==> src/rtl/timeout_counter_pkg.sv <==
// Shared types and constants for the event-count timeout generator.
package timeout_counter_pkg;

    typedef enum logic [1:0] {
        ST_IDLE = 2'd0,
        ST_RUN  = 2'd1,
        ST_DONE = 2'd2
    } state_t;

    localparam logic MODE_ONESHOT = 1'b0;
    localparam logic MODE_RELOAD  = 1'b1;

endpackage

==> src/rtl/timeout_counter_if.sv <==
// Control and status bundle between a strobe/control source and the timeout counter.
interface timeout_counter_if #(
    parameter int WIDTH  = 4,
    parameter int WRAP_W = 4
);
    import timeout_counter_pkg::*;

    // No valid/ready pairing here: start, stop and increment are level-sampled
    // single-cycle strobes, acted on at every rising clk edge where they are high.
    logic              start;
    logic              stop;
    logic              increment;
    logic              mode;
    logic [WIDTH-1:0]  limit;
    logic [WIDTH-1:0]  count;
    logic              timeout;
    logic              busy;
    logic              done;
    logic [WRAP_W-1:0] wraps;
    state_t            state;

    modport master (
        output start, stop, increment, mode, limit,
        input  count, timeout, busy, done, wraps, state
    );

    modport slave (
        input  start, stop, increment, mode, limit,
        output count, timeout, busy, done, wraps, state
    );

endinterface

==> src/rtl/timeout_counter.sv <==
// Counts increment strobes and pulses timeout after a programmable limit,
// in one-shot or auto-reload mode, with a saturating tally of timeouts.
module timeout_counter
    import timeout_counter_pkg::*;
#(
    parameter int WIDTH  = 4,
    parameter int WRAP_W = 4
) (
    input  logic               clk,
    input  logic               rst,
    timeout_counter_if.slave   bus
);

    state_t            state_q, state_d;
    logic [WIDTH-1:0]  count_q, count_d;
    logic [WIDTH-1:0]  limit_q, limit_d;
    logic              mode_q, mode_d;
    logic              timeout_q, timeout_d;
    logic [WRAP_W-1:0] wraps_q, wraps_d;
    logic              terminal;

    // limit_q is never zero while in RUN, so limit_q-1 cannot underflow there.
    assign terminal = (count_q == limit_q - WIDTH'(1));

    always_ff @(posedge clk or negedge rst) begin
        if (!rst) begin
            state_q   <= ST_IDLE;
            count_q   <= '0;
            limit_q   <= '0;
            mode_q    <= MODE_ONESHOT;
            timeout_q <= 1'b0;
            wraps_q   <= '0;
        end else begin
            state_q   <= state_d;
            count_q   <= count_d;
            limit_q   <= limit_d;
            mode_q    <= mode_d;
            timeout_q <= timeout_d;
            wraps_q   <= wraps_d;
        end
    end

    always_comb begin
        state_d   = state_q;
        count_d   = count_q;
        limit_d   = limit_q;
        mode_d    = mode_q;
        timeout_d = 1'b0;
        wraps_d   = wraps_q;

        if (bus.stop) begin
            state_d = ST_IDLE;
            count_d = '0;
        end else if (bus.start && (bus.limit != '0)) begin
            state_d = ST_RUN;
            limit_d = bus.limit;
            mode_d  = bus.mode;
            count_d = '0;
            wraps_d = '0;
        end else if ((state_q == ST_RUN) && bus.increment) begin
            if (terminal) begin
                count_d   = '0;
                timeout_d = 1'b1;
                if (wraps_q != '1)
                    wraps_d = wraps_q + WRAP_W'(1);
                if (mode_q == MODE_ONESHOT)
                    state_d = ST_DONE;
            end else begin
                count_d = count_q + WIDTH'(1);
            end
        end
    end

    assign bus.count   = count_q;
    assign bus.timeout = timeout_q;
    assign bus.busy    = (state_q == ST_RUN);
    assign bus.done    = (state_q == ST_DONE);
    assign bus.wraps   = wraps_q;
    assign bus.state   = state_q;

endmodule

==> src/flat_wrapper.sv <==
// flat-port wrapper written by rule: the top's interface ports become plain ports
module timeout_counter_flat import timeout_counter_pkg::*;
#(
    parameter int WIDTH  = 4,
    parameter int WRAP_W = 4
)
  (clk, rst, bus_start, bus_stop, bus_increment, bus_mode, bus_limit, bus_count, bus_timeout, bus_busy, bus_done, bus_wraps, bus_state);
  timeout_counter_if #(.WIDTH(WIDTH), .WRAP_W(WRAP_W)) bus_i ();
  input  logic clk;
  input  logic rst;
  input wire logic [$bits(bus_i.start)-1:0] bus_start;
  input wire logic [$bits(bus_i.stop)-1:0] bus_stop;
  input wire logic [$bits(bus_i.increment)-1:0] bus_increment;
  input wire logic [$bits(bus_i.mode)-1:0] bus_mode;
  input wire logic [$bits(bus_i.limit)-1:0] bus_limit;
  output wire logic [$bits(bus_i.count)-1:0] bus_count;
  output wire logic [$bits(bus_i.timeout)-1:0] bus_timeout;
  output wire logic [$bits(bus_i.busy)-1:0] bus_busy;
  output wire logic [$bits(bus_i.done)-1:0] bus_done;
  output wire logic [$bits(bus_i.wraps)-1:0] bus_wraps;
  output wire logic [$bits(bus_i.state)-1:0] bus_state;
  assign bus_i.start = bus_start;
  assign bus_i.stop = bus_stop;
  assign bus_i.increment = bus_increment;
  assign bus_i.mode = bus_mode;
  assign bus_i.limit = bus_limit;
  assign bus_count = bus_i.count;
  assign bus_timeout = bus_i.timeout;
  assign bus_busy = bus_i.busy;
  assign bus_done = bus_i.done;
  assign bus_wraps = bus_i.wraps;
  assign bus_state = bus_i.state;
  timeout_counter #(.WIDTH(WIDTH), .WRAP_W(WRAP_W)) u_core (.clk(clk), .rst(rst), .bus(bus_i));
endmodule
==> config.mk <==
export PLATFORM = sky130hd
export DESIGN_NAME = timeout_counter_flat
export DESIGN_NICKNAME = d
export VERILOG_FILES = /design/src/rtl/timeout_counter_pkg.sv /design/src/rtl/timeout_counter_if.sv /design/src/rtl/timeout_counter.sv /design/src/flat_wrapper.sv
export SDC_FILE = /design/constraint.sdc
export NUM_CORES = 1
export LEC_CHECK = 0
export ABC_AREA = 1
export CORE_MARGIN = 2
export CORE_UTILIZATION = 30
export CTS_CLUSTER_DIAMETER = 40
export DETAILED_ROUTE_END_ITERATION = 10
export PLACE_DENSITY_LB_ADDON = 0.3
export SYNTH_ARGS = -nofsm -noshare
export SYNTH_HDL_FRONTEND = slang
export SYNTH_SLANG_ARGS = --single-unit
==> constraint.sdc <==
create_clock -name clk -period 1.94 [get_ports clk]
set_input_delay 0.194 -clock clk [delete_from_list [all_inputs] [get_ports clk]]
set_output_delay 0.194 -clock clk [all_outputs]
set_load 0.1 [all_outputs]
# After elaboration in Yosys (flattened, before gate mapping)
# Cells that the tools add are included.
[op_classes] n_addsub=3 n_lt_le_gt_ge=0 muxes=17 n_mul=0 n_eq_ne=5 bitwise=1 div_mod_pow=0 shift=0 n_reduce_logical=11
[op_table] cell="2-to-1 mux 4 bit" count=8
[op_table] cell="2-to-1 mux 2 bit" count=5
[op_table] cell="adder 4 x 1 -> 4 bit, second input constant" count=2
[op_table] cell="nonzero test 2 bit" count=3
[op_table] cell="nonzero test 3 bit" count=2
[op_table] cell="equality test 4 bit" count=1
[op_table] cell="2-to-1 mux 1 bit" count=4
[op_table] cell="!= test 4 bit, second input constant" count=1
[op_table] cell="AND reduction 4 bit" count=1
[op_table] cell="nonzero test 4 bit" count=1
[op_table] cell="subtractor 4 x 1 -> 4 bit, second input constant" count=1
[op_table] cell="!= test 3 bit, second input constant" count=1
[op_table] cell="AND reduction 3 bit" count=1
[op_table] cell="equality test 2 x 1 -> 1 bit, second input constant" count=1
[op_table] cell="equality test 2 bit, second input constant" count=1
[op_table] cell="logical AND 1 bit" count=2
[op_table] cell="AND reduction 2 bit" count=1
[op_table] cell="inverter 1 bit" count=1
[word_totals] mem_bits_rw=0 rom_bits=0 n_memories=0 latchBits=0 elab_cells=43 in_bits=10 regBits=16 out_inout_bits=13

# Longest topological paths before layout
[logic_depth] depth_word=6 ltp_mapped=11 mapped_depth_nobuf=11

# Worst setup path before layout
# OpenSTA, ideal clock, no wires.
[synth_path] kind="register to register" startpoint="register u_core.state_q[0] (netlist: u_core.bus.state[0])" endpoint="register u_core.count_q[2] (netlist: u_core.bus.count[2])" path_buffers=0 setup_ns=0.073 arrival_time_ns=2.648 t_required_ns=1.867 slack_ns=-0.781 stages_incl_launch_ff=8 synth_period_minus_slack_ns=2.721 cell_sequence="dfrtp_1 -> inv_1 -> nor2_2 -> nand2_1 -> nand3_1 -> nand2_1 -> xor2_1 -> nor2_1"
[synth_between] elab_chain_len=3
[synth_rtl] element="start: declaration" line_no="timeout_counter.sv:14" source="state_t state_q, state_d;"
[synth_rtl] element="start signal: assignment" line_no="timeout_counter.sv:34" source="state_q <= state_d;"
[synth_rtl] element="equality test 2 x 1 -> 1 bit"
[synth_rtl] element="named net bus_busy" line_no="flat_wrapper.sv:18" source="output wire logic [$bits(bus_i.busy)-1:0] bus_busy;"
[synth_rtl] element="logical AND 1 bit" line_no="timeout_counter.sv:60" source="end else if ((state_q == ST_RUN) && bus.increment) begin"
[synth_rtl] element="nonzero test 3 bit (no line)"
[synth_rtl] element="end signal: assignment" line_no="timeout_counter.sv:35" source="count_q <= count_d;"
[synth_rtl] element="end: declaration" line_no="timeout_counter.sv:15" source="logic [WIDTH-1:0] count_q, count_d;"
# The timed path passes the listed nets, and every way through them passes these cells.
# A chain may end at the register's enable or synchronous reset.

# Worst setup path after layout
[layout_path] startpoint="register u_core.limit_q[0]" endpoint="register u_core.count_q[2] (netlist: u_core.bus.count[2])"
[layout_between] elab_chain_len=6
[layout_rtl] element="start: declaration" line_no="timeout_counter.sv:16" source="logic [WIDTH-1:0] limit_q, limit_d;"
[layout_rtl] element="start signal: assignment" line_no="timeout_counter.sv:36" source="limit_q <= limit_d;"
[layout_rtl] element="subtractor 4 x 1 -> 4 bit" line_no="timeout_counter.sv:23" source="assign terminal = (count_q == limit_q - WIDTH'(1));"
[layout_rtl] element="equality test 4 bit" line_no="timeout_counter.sv:23"
[layout_rtl] element="2-to-1 mux 4 bit" line_no="timeout_counter.sv:61" source="if (terminal) begin"
[layout_rtl] element="2-to-1 mux 4 bit" line_no="timeout_counter.sv:60"
[layout_rtl] element="2-to-1 mux 4 bit" line_no="timeout_counter.sv:54" source="end else if (bus.start && (bus.limit != '0)) begin"
[layout_rtl] element="2-to-1 mux 4 bit" line_no="timeout_counter.sv:51" source="if (bus.stop) begin"
# No other way between the ends. The select of a mux whose other input is x is not followed.

==> results.md <==
- finished, final reports clean — outcome
- u_core.limit_q[0]$_DFFE_PN0P_ — critical register-to-register path startpoint
- 0 — Warnings, synthesis
- false — unrepaired setup endpoints after global routing
- 0 — Detail Route Antenna Nets
- 59.2 um — y dimension of the die
- 0 — number of buffers inserted by hold repair at cts
- 841 — via count
- 0.0115 ns — Setup Skew
- 40.3% — share of total power in sequential cells
- u_core.bus.count[2]$_DFFE_PN0P_ — critical path capture point
- 3 — total clock buffers created by CTS
- 0.43 ns — slowest cell delay on critical path
- 17 — pin count of the biggest net entering global routing
- 8 — R2R cell count
- 43.8% — proportion of synthesized chip area in sequential cells
- 41.4% — net switching share of the total power
- 0 — number of flops mapped to enable cells by yosys
- 22.0% — proportion of power drawn by the clock network
- 0.00122 mm^2 — post-layout instance area
- 405 um^2 — Sequential cell area
- sky130_fd_sc_hd__clkbuf_4 — CTS Root Cell
- 0 — number of cells upsized or downsized after cts
- sky130_fd_sc_hd__nand2_1 (35), sky130_fd_sc_hd__inv_1 (14), sky130_fd_sc_hd__dfrtp_1 (14) — most used cells in the layout excluding fill and tap cells
- 2000 um — routed wire length
- 0.453 ns — slew at the pin closest to its max-slew limit
- 16 — clock sinks
- 0.00298 mm^2 — core outline area
- 0.421 mW — power dissipated by switching net loads
- 3390 um — wire length of the first global-routing pass
- 20 — Cell Rows
- 30.7% — initial core utilization
- sky130_fd_sc_hd__dfrtp_1 — cell type of the slowest stage on the worst timing path
- 23 — IO Pins
- 13 — number of DRC violations after detailed-routing iteration 0
- 11.0 um — wire length per cell
- 0 — total gr overflow
- 0.00350 mm^2 — die area
- 0 — final count of negative-setup-slack endpoints
- 0.596 mW — P_int
- 455 um^2 — multi-input combinational cell area
- inv_1 -> ha_1 -> xnor2_1 -> nor2_2 -> nand3_2 -> or2_1 -> nand2_1 -> nor2_1 — cells traversed along the worst timing path
- yes — CTS tree
- 122 — post-synthesis cell count
- 941 um — met1 wire length
- 0.591 GHz — maximum clock frequency
- 5 — largest fanout on the critical path
- 4.65 — Vias per Instance
- 1.02 mW — total power after layout
- 0 — setup bufs post-CTS
- 100% — share of async-settable or async-resettable flops after synthesis
- 162 — number of nets in the layout
- 135 — Post-Syn Nets
- 1 — CP Buf/Inv Count
- 2.12 ns — worst path required time
- 0.00118 mm^2 — area post-placement
- reg2reg — type of the worst setup path
- 820 — number of global-route vias before repair
- 1 — H-Tree Level Count
- u_core.bus.count[2]$_DFFE_PN0P_ — Worst R2R End
- 0 — number of antenna violations at the first check in global routing
- 20.3% — share of post-route cells with drive strength above 1
- 0 — number of failing hold endpoints at the final stage
- 1.69 ns — final critical delay including setup and external delays
- in2async — hold crit path type
- 69.7% — worst max-slew margin expressed relative to the limit
- 835 mW/mm^2 — PwrDens
- 0 — Max-Cap Viols
- 1640 um — HPWL after detailed placement
- flop — kind of end point of the critical path
- 0.281 ns — post-place setup slack
- 87.2% — final critical-path share of the clock period
- 16 — register bit total from synthesis
- sky130_fd_sc_hd__dfrtp_1 — commonest register cell after synthesis
- 22 — count of input and output buffers
- 3 — total iterations of the first detailed-routing run
- 19 — Cell variety after synth
- 0 ns — setup TNS
- 40.9% — share of the core filled with cells
- 0.25 ns — slack of the worst reg-to-reg path
- simple AND/OR/NAND/NOR gates — family with the most delay on the worst path
- 913 um^2 — post-synthesis cell area
- 1.87 ns — data arrival time of the worst path
- 0.10 ns — Clock Pin Slew Worst Setup and Hold Paths
- 37.7% — part of the total power dissipated in combinational logic
- 966 um — detailed-routed wire length on met2
- 0.369 mV — worst supply voltage drop on vdd
- 0 — number of slew-limit violations in the final report
- flop — Worst Setup Start Kind
- sky130_fd_sc_hd__nand2_1 — leading cell type in the layout, fill and taps excluded
- 2 — buffers from clock root to sink, at most
- 0 — count of unresolved DRC violations after routing
- 59.2 um — die width
- 0.29 ns — Clock Latency Late Sink
- 0.642 nW — static leakage power
- 33.4% — area overhead of the layout relative to synthesis
- 89 um — amount of wire on met3 after detailed routing
- met3 — highest routing layer actually used
- u_core.limit_q[0]$_DFFE_PN0P_ — startpoint of the most critical setup path
- 0.249 ns — post-route worst setup slack
- 0.847 — Placer Congestion
- 0 — antenna cells
- 315 — Fillers
- 12.8% — Global Route Usage Sum
- 7.49 um^2 — Mean Syn Cell Area
- 8 — CP Depth
power by group through the flow:
stage | Clock (mW) | Combinational (mW) | Sequential (mW)
detailed placement | 0 | 0.387 | 0.417
global placement | 0 | 0.379 | 0.417
finish | 0.224 | 0.383 | 0.410
floorplan | 0 | 0.154 | 0.543
global route | 0.247 | 0.413 | 0.417
CTS | 0.235 | 0.388 | 0.411
flip-flops by register name, indices dropped and copies added (netlist names):
register / flops
u_core.bus.timeout: 1
u_core.bus.state: 2
u_core.limit_q: 4
u_core.bus.count: 4
u_core.bus.wraps: 4
u_core.mode_q: 1
worst reg2reg max path, cell delays in order (launching register included):
cell	delay [ns]
sky130_fd_sc_hd__dfrtp_1	0.43
sky130_fd_sc_hd__inv_1	0.08
sky130_fd_sc_hd__ha_1	0.30
sky130_fd_sc_hd__xnor2_1	0.14
sky130_fd_sc_hd__nor2_2	0.09
sky130_fd_sc_hd__nand3_2	0.14
sky130_fd_sc_hd__or2_1	0.25
sky130_fd_sc_hd__nand2_1	0.10
sky130_fd_sc_hd__nor2_1	0.05
synth_stat cells (2+ instances only):
| master | number | share of area [%] |
|---|---|---|
| sky130_fd_sc_hd__nand2_1 | 36 | 15 |
| sky130_fd_sc_hd__a21oi_1 | 5 | 2.7 |
| sky130_fd_sc_hd__nand3_1 | 13 | 7.1 |
| sky130_fd_sc_hd__xnor2_1 | 2 | 1.9 |
| sky130_fd_sc_hd__inv_1 | 15 | 6.2 |
| sky130_fd_sc_hd__dfrtp_1 | 16 | 44 |
| sky130_fd_sc_hd__nand2_2 | 3 | 2.1 |
| sky130_fd_sc_hd__nor2_2 | 2 | 1.4 |
| sky130_fd_sc_hd__nor2_1 | 14 | 5.8 |
| sky130_fd_sc_hd__o21ai_0 | 2 | 1.1 |
| sky130_fd_sc_hd__xor2_1 | 4 | 3.8 |
| sky130_fd_sc_hd__ha_1 | 3 | 4.1 |
metal layers:
layer	up-vias	global-route usage (%)
li1	432	-
met1	394	15.4
met2	15	22.4
met3	0	3.93
met4	0	2.92
met5	-	0
kinds of logic (layout without fill, tap and decap cells):
logic type,after synthesis,after routing,synth area share (%)
AOI/OAI and AO/OA,8,8,4.52
xor gates and xnor gates,6,6,5.75
adders and majority gates,3,3,4.11
buffers and inverters,17,43,7.40
DFF,16,16,43.8
and+or+nand+nor,72,72,34.4
stage by stage:
step / std cells / hold WS [ns]
after floorplan: 122 / -0.102
after global placement: 177 / 0.502
after detailed placement: 177 / 0.514
after CTS: 181 / 0.223
after global routing: 181 / 0.237
final: 181 / 0.207
cell type report:
cell class	count	area share (%)
multi-input cells	89	37.4
flip-flops and latches	16	33.3
repair buffers	23	18.1
inverters	16	4.93
well taps	33	3.39
clock buffers	4	2.98
worst min-delay path by stage:
stage	cells after the start	endpoint	slack, ns	startpoint
global route	1	u_core.bus.wraps[3]$_DFFE_PN0P_	0.24	rst
global placement	2	u_core.limit_q[1]$_DFFE_PN0P_	0.50	u_core.limit_q[1]$_DFFE_PN0P_
floorplan	0	u_core.bus.count[0]$_DFFE_PN0P_	-0.10	rst
detailed placement	2	u_core.limit_q[1]$_DFFE_PN0P_	0.51	u_core.limit_q[1]$_DFFE_PN0P_
CTS	1	u_core.bus.state[0]$_DFFE_PN0P_	0.22	rst
finish	1	u_core.bus.state[0]$_DFFE_PN0P_	0.21	rst
(Power assumes the default switching activity.)
